==> src/rtl/cordic_pkg.sv <==
// ============================================================================
// Module      : cordic_pkg
// Description : Shared widths and angle constants for the CORDIC rotation path
// Revision    : 1.0 - initial release
// ============================================================================
`default_nettype none

package cordic_pkg;

    localparam int Z_WIDTH       = 12;
    localparam int ITER_WIDTH    = 17;
    localparam int SAT_CNT_WIDTH = 16;

    // Phase scale: one LSB of bit z_width equals pi.
    function automatic int PI(input int z_width);
        return 1 << z_width;
    endfunction

    function automatic int HALF_PI(input int z_width);
        return 1 << (z_width - 1);
    endfunction

endpackage

`default_nettype wire

==> src/rtl/cordic_sat_neg.sv <==
// ============================================================================
// Module      : cordic_sat_neg
// Description : Conditional two's-complement negate, saturating the minimum
// Revision    : 1.0 - initial release
// ============================================================================
`default_nettype none

module cordic_sat_neg #(
    parameter int WIDTH = 18
) (
    input  logic [WIDTH-1:0] i_value,
    input  logic             i_en,
    output logic [WIDTH-1:0] o_result,
    output logic             o_sat
);

    localparam logic [WIDTH-1:0] c_min = {1'b1, {(WIDTH-1){1'b0}}};
    localparam logic [WIDTH-1:0] c_max = {1'b0, {(WIDTH-1){1'b1}}};

    always_comb begin
        o_result = i_value;
        o_sat    = 1'b0;
        if (i_en) begin
            if (i_value == c_min) begin
                o_result = c_max;
                o_sat    = 1'b1;
            end else begin
                o_result = -i_value;
            end
        end
    end

endmodule

`default_nettype wire

==> src/rtl/cordic_quadrant_map.sv <==
// ============================================================================
// Module      : cordic_quadrant_map
// Description : Folds phase into [-pi/2, pi/2) via a pi pre-rotation of (x, y);
//               two-register valid/ready pipeline. Optional saturation counter
//               built when CORDIC_QUADRANT_SAT_CNT_EN is defined.
// Revision    : 1.0 - initial release
// ============================================================================
`default_nettype none

module cordic_quadrant_map
    import cordic_pkg::*;
#(
    parameter int Z_WIDTH    = cordic_pkg::Z_WIDTH,
    parameter int ITER_WIDTH = cordic_pkg::ITER_WIDTH
) (
    input  logic                     clk,
    input  logic                     rst,
    input  logic                     valid_i,
    output logic                     ready_o,
    input  logic [ITER_WIDTH:0]      x_i,
    input  logic [ITER_WIDTH:0]      y_i,
    input  logic [Z_WIDTH:0]         phase_i,
    output logic                     valid_o,
    input  logic                     ready_i,
    output logic [ITER_WIDTH:0]      x_o,
    output logic [ITER_WIDTH:0]      y_o,
    output logic [Z_WIDTH:0]         z_o,
    output logic                     flip_o,
    output logic                     sat_o,
    output logic [SAT_CNT_WIDTH-1:0] sat_cnt_o
);

    // Adding or subtracting pi wraps modulo 2^(z_width+1); the folded result
    // always fits, so the narrow sum equals the wide sum truncated.
    localparam logic signed [Z_WIDTH:0] c_pi          = (Z_WIDTH+1)'(PI(Z_WIDTH));
    localparam logic signed [Z_WIDTH:0] c_half_pi     = (Z_WIDTH+1)'(HALF_PI(Z_WIDTH));
    localparam logic signed [Z_WIDTH:0] c_neg_half_pi = -c_half_pi;

    logic                r_valid_a;
    logic [ITER_WIDTH:0] r_x_a;
    logic [ITER_WIDTH:0] r_y_a;
    logic [Z_WIDTH:0]    r_z_a;
    logic                r_flip_a;

    logic                r_valid_b;
    logic [ITER_WIDTH:0] r_x_b;
    logic [ITER_WIDTH:0] r_y_b;
    logic [Z_WIDTH:0]    r_z_b;
    logic                r_flip_b;
    logic                r_sat_b;

    logic                w_b_free;
    logic                w_a_free;
    logic                w_hi;
    logic                w_lo;
    logic [Z_WIDTH:0]    w_z_fold;
    logic [ITER_WIDTH:0] w_x_neg;
    logic [ITER_WIDTH:0] w_y_neg;
    logic                w_sat_x;
    logic                w_sat_y;

    assign w_b_free = !r_valid_b || ready_i;
    assign w_a_free = !r_valid_a || w_b_free;
    assign ready_o  = w_a_free;

    assign w_hi = $signed(phase_i) >= c_half_pi;
    assign w_lo = $signed(phase_i) <  c_neg_half_pi;

    always_comb begin
        w_z_fold = phase_i;
        if (w_hi)
            w_z_fold = phase_i - c_pi;
        else if (w_lo)
            w_z_fold = phase_i + c_pi;
    end

    cordic_sat_neg #(.WIDTH(ITER_WIDTH+1)) u_neg_x (
        .i_value  (r_x_a),
        .i_en     (r_flip_a),
        .o_result (w_x_neg),
        .o_sat    (w_sat_x)
    );

    cordic_sat_neg #(.WIDTH(ITER_WIDTH+1)) u_neg_y (
        .i_value  (r_y_a),
        .i_en     (r_flip_a),
        .o_result (w_y_neg),
        .o_sat    (w_sat_y)
    );

    always_ff @(posedge clk or posedge rst) begin
        if (rst) begin
            r_valid_a <= 1'b0;
            r_x_a     <= '0;
            r_y_a     <= '0;
            r_z_a     <= '0;
            r_flip_a  <= 1'b0;
        end else if (valid_i && w_a_free) begin
            r_valid_a <= 1'b1;
            r_x_a     <= x_i;
            r_y_a     <= y_i;
            r_z_a     <= w_z_fold;
            r_flip_a  <= w_hi || w_lo;
        end else if (w_b_free && r_valid_a) begin
            r_valid_a <= 1'b0;
        end
    end

    // Output data only changes when a real beat moves in, keeping it stable otherwise.
    always_ff @(posedge clk or posedge rst) begin
        if (rst) begin
            r_valid_b <= 1'b0;
            r_x_b     <= '0;
            r_y_b     <= '0;
            r_z_b     <= '0;
            r_flip_b  <= 1'b0;
            r_sat_b   <= 1'b0;
        end else if (w_b_free) begin
            r_valid_b <= r_valid_a;
            if (r_valid_a) begin
                r_x_b    <= w_x_neg;
                r_y_b    <= w_y_neg;
                r_z_b    <= r_z_a;
                r_flip_b <= r_flip_a;
                r_sat_b  <= w_sat_x || w_sat_y;
            end
        end
    end

    assign valid_o = r_valid_b;
    assign x_o     = r_x_b;
    assign y_o     = r_y_b;
    assign z_o     = r_z_b;
    assign flip_o  = r_flip_b;
    assign sat_o   = r_sat_b;

`ifdef CORDIC_QUADRANT_SAT_CNT_EN
    logic [SAT_CNT_WIDTH-1:0] r_sat_cnt;

    always_ff @(posedge clk or posedge rst) begin
        if (rst)
            r_sat_cnt <= '0;
        else if (r_valid_b && ready_i && r_sat_b && (r_sat_cnt != '1))
            r_sat_cnt <= r_sat_cnt + 1'b1;
    end

    assign sat_cnt_o = r_sat_cnt;
`else
    assign sat_cnt_o = '0;
`endif

endmodule

`default_nettype wire

==> config.mk <==
export PLATFORM = sky130hd
export DESIGN_NAME = cordic_quadrant_map
export DESIGN_NICKNAME = d
export VERILOG_FILES = /design/src/rtl/cordic_pkg.sv /design/src/rtl/cordic_sat_neg.sv /design/src/rtl/cordic_quadrant_map.sv
export SDC_FILE = /design/constraint.sdc
export NUM_CORES = 1
export LEC_CHECK = 0
export CAP_MARGIN = 20
export CORE_ASPECT_RATIO = 0.9
export CORE_MARGIN = 1.5
export CORE_UTILIZATION = 40
export DETAILED_ROUTE_END_ITERATION = 10
export PLACE_DENSITY = 0.67
export SLEW_MARGIN = 15
export SYNTH_ARGS = -nofsm -noshare
export SYNTH_HDL_FRONTEND = slang
export SYNTH_SLANG_ARGS = --single-unit
export TNS_END_PERCENT = 30
==> constraint.sdc <==
create_clock -name clk -period 7.99 [get_ports clk]
set_input_delay 1.1985 -clock clk [delete_from_list [all_inputs] [get_ports clk]]
set_output_delay 1.1985 -clock clk [all_outputs]
set_load 0.05 [all_outputs]
==> results.ini <==
[grt]
grt-ovfl-total = 0
grtUsageTotal_pct = 17.83
grt_pass1_wl_um = 17740
grt_pass1_vias = 3445
grt_max_degree = 64
antenna_found_initial = 0

[placement]
hpwl_um = 7580
dp_cells = 687
portBuffers = 105
gp_congestion = 0.8014

[sta]
period_minus_slack_ns = 3.842
setup_viol = 0
hold_viol_final = 0
max_freq_mhz = 260.3
drv_slew = 0
fin_crit_sh_pct = 48.08
rsz0062_at_grt = false
worstMarginPinSlew_ns = 0.9638
final.setup.tns_ns = 0
slew_headroom_pct = 35.59
skew_ns = 0.005952

[setup_path]
crit_fanout = 3
cp_data_arrival_time_ns = 2.64
cp.required_ns = 6.79
slowest_stage = clkdlybuf4s50_1
endpoint_kind = output pin
crit_chain = clkdlybuf4s50_1 -> nand3b_1 -> clkdlybuf4s50_1
slowest_delay_ns = 0.82
critPathKind = input port to output pin
r2r_cells = 7
cp_common_cell = clkdlybuf4s50_1
start_kind = input port

[layout]
diodes = 0
final_common_cell = clkdlybuf4s50_1
layout.nets = 599
fillers = 1033
final_cells = 703
layout_common_cells = 105 x clkdlybuf4s50_1, 103 x dfrtp_1, 58 x nand2_1
syn2layout_area_growth_pct = 29.61
drive_above_1_share_pct = 14.44

[clock_network]
cts_made_buffers = 9
htreeDepth = 3
cts-root-buf = clkbuf_16
ctsResizeCount = 0
clock-sinks = 103
cts_tree = done
clockBufferDepth = 2
postCtsHoldBufs = 0
clkTransAtPathRegs_ns = 0.07
clk_latency_ns = 0.34
post_cts_buffers = 0

[route]
dr_total_vias = 3552
initialDrtViolationCount = 178
routed_wl_um = 10970
drcViolationCount = 0
vias_per_cell = 5.053
wire_per_inst_um = 15.60
antenna_left = 0
drtPass1Iterations = 4

[die]
die_area_sq_mm = 0.01262
fp.dieW_um = 118.3
initial_core_util_pct = 41.50
io_pins = 122
rows = 37
fp.dieH_um = 106.7
core_area_sq_mm = 0.01153

[min_path]
hold_path_depth = 2
min_path_type = register to register

[logic_synthesis]
ys_seq_area_share_pct = 53.88
synth-main-ff-cell = dfrtp_1
synth-edff-count = 0
syn_inst = 444
syn_avg_cell_area_sq_um = 10.77
async_flop_share_pct = 100.0
yosysUniqueCellTypes = 46
ys_ff_latch = 103
yosysWarnings = 0
netlist_area_sq_mm = 0.004783

[flow_run]
drv_cap = 0

[pwr]
powerDensity_mw_per_mm2 = 291.5
p_leak_uw = 0.002567
ir_drop_mv = 0.1838

[run_status]
status = finished, final reports clean

## flip-flops by register name (all words and copies together), names as in the netlist
name / flops
r_y_a: 18
valid_o: 1
y_o: 18
r_valid_a: 1
x_o: 18
sat_o: 1
z_o: 13
flip_o: 1
r_x_a: 18
r_flip_a: 1
r_z_a: 13
## cell families (layout without fill, tap and decap cells)
group                      after synthesis  count (layout)  share of synthesized area, %
buffers and inverters                   47             135                         4.944
DFF                                    103             103                         53.88
and+or+nand+nor                        143             143                         14.07
muxes                                   51              51                         11.93
other                                    1              16                       0.07840
adders and majority gates                4               4                         1.046
xor gates and xnor gates                25              25                         4.578
AOI/OAI and AO/OA                       70              70                         9.469
## worst max-delay path: cells and delay by family
kind / cells / cell delay (ns)
buf+inv: 2 / 1.28
simple gates: 1 / 0.16
## synthesized netlist by cell type, drive strengths merged (2+ instances only)
cell type	count	area, sq um
nor3b	2	15.01
ha	4	50.05
nor2	39	146.4
xnor2	4	35.03
dfrtp	103	2577
nand2b	4	25.02
nand2	59	221.5
mux2i	3	30.03
mux2	48	540.5
or3	4	27.52
inv	10	37.54
nand3	6	30.03
a21oi	16	80.08
nor2b	2	12.51
o21ai	14	73.82
nand4	3	18.77
nor4	6	43.79
a31oi	19	118.9
nor3	5	25.02
clkbuf	16	60.06
and2	2	12.51
or4	5	41.29
o41ai	3	26.28
xor2	21	183.9
o31ai	10	75.07
buf	21	138.9
## metrics by stage
stage | worst slack (ns) | instance area [sq um] | power, uW | hold slack [ns] | utilization [%]
after floorplan | 4.088 | 4840 | 1179 | 0.4331 | -
after global placement | 4.157 | 5923 | 1397 | 0.4406 | 51.38
after detailed placement | 4.144 | 5923 | 1410 | 0.4536 | 51.38
after CTS | 4.144 | 6200 | 1826 | 0.4667 | 53.78
after global routing | 4.094 | 6200 | 1898 | 0.4802 | 53.78
final | 4.148 | 6200 | 1807 | 0.4632 | 53.78
## power by group
part | switching (uW) | internal (uW)
combinational | 429 | 247
clock | 192 | 219
sequential | 91.2 | 629
total | 712 | 1100
## area by class of cell
| cell class | count | area, sq um | area share (%) |
|---|---|---|---|
| flip-flops and latches | 103 | 2577 | 41.57 |
| multi-input cells | 309 | 2029 | 32.73 |
| repair buffers | 109 | 1081 | 17.44 |
| clock buffers | 11 | 242.7 | 3.915 |
| well taps | 156 | 195.2 | 3.148 |
| inverters | 10 | 40.04 | 0.6458 |
| clock inverters | 5 | 33.78 | 0.5449 |
## worst paths after layout
kind                                        from                    end  slack, ns
hold / removal             r_z_a[11]$_DFFE_PP0P_    z_o[11]$_DFFE_PP0P_       0.46
hold reg to reg            r_z_a[11]$_DFFE_PP0P_    z_o[11]$_DFFE_PP0P_       0.46
setup / recovery                         ready_i                ready_o       4.15
setup reg to reg            r_y_a[0]$_DFFE_PP0P_    y_o[16]$_DFFE_PP0P_       5.59
max in group asynchronous                    rst  r_y_a[16]$_DFFE_PP0P_       5.53
min in group asynchronous                    rst     y_o[9]$_DFFE_PP0P_       1.25
## metal layers
layer	share of wire (%)	GRT usage (%)	vias up
li1	-	-	1708
met4	0.98	5.575	0
met5	0	0	-
met2	48	29.07	86
met3	3.9	3.351	7
met1	48	24.22	1751
Note: power is estimated with default switching activity, not from simulation.
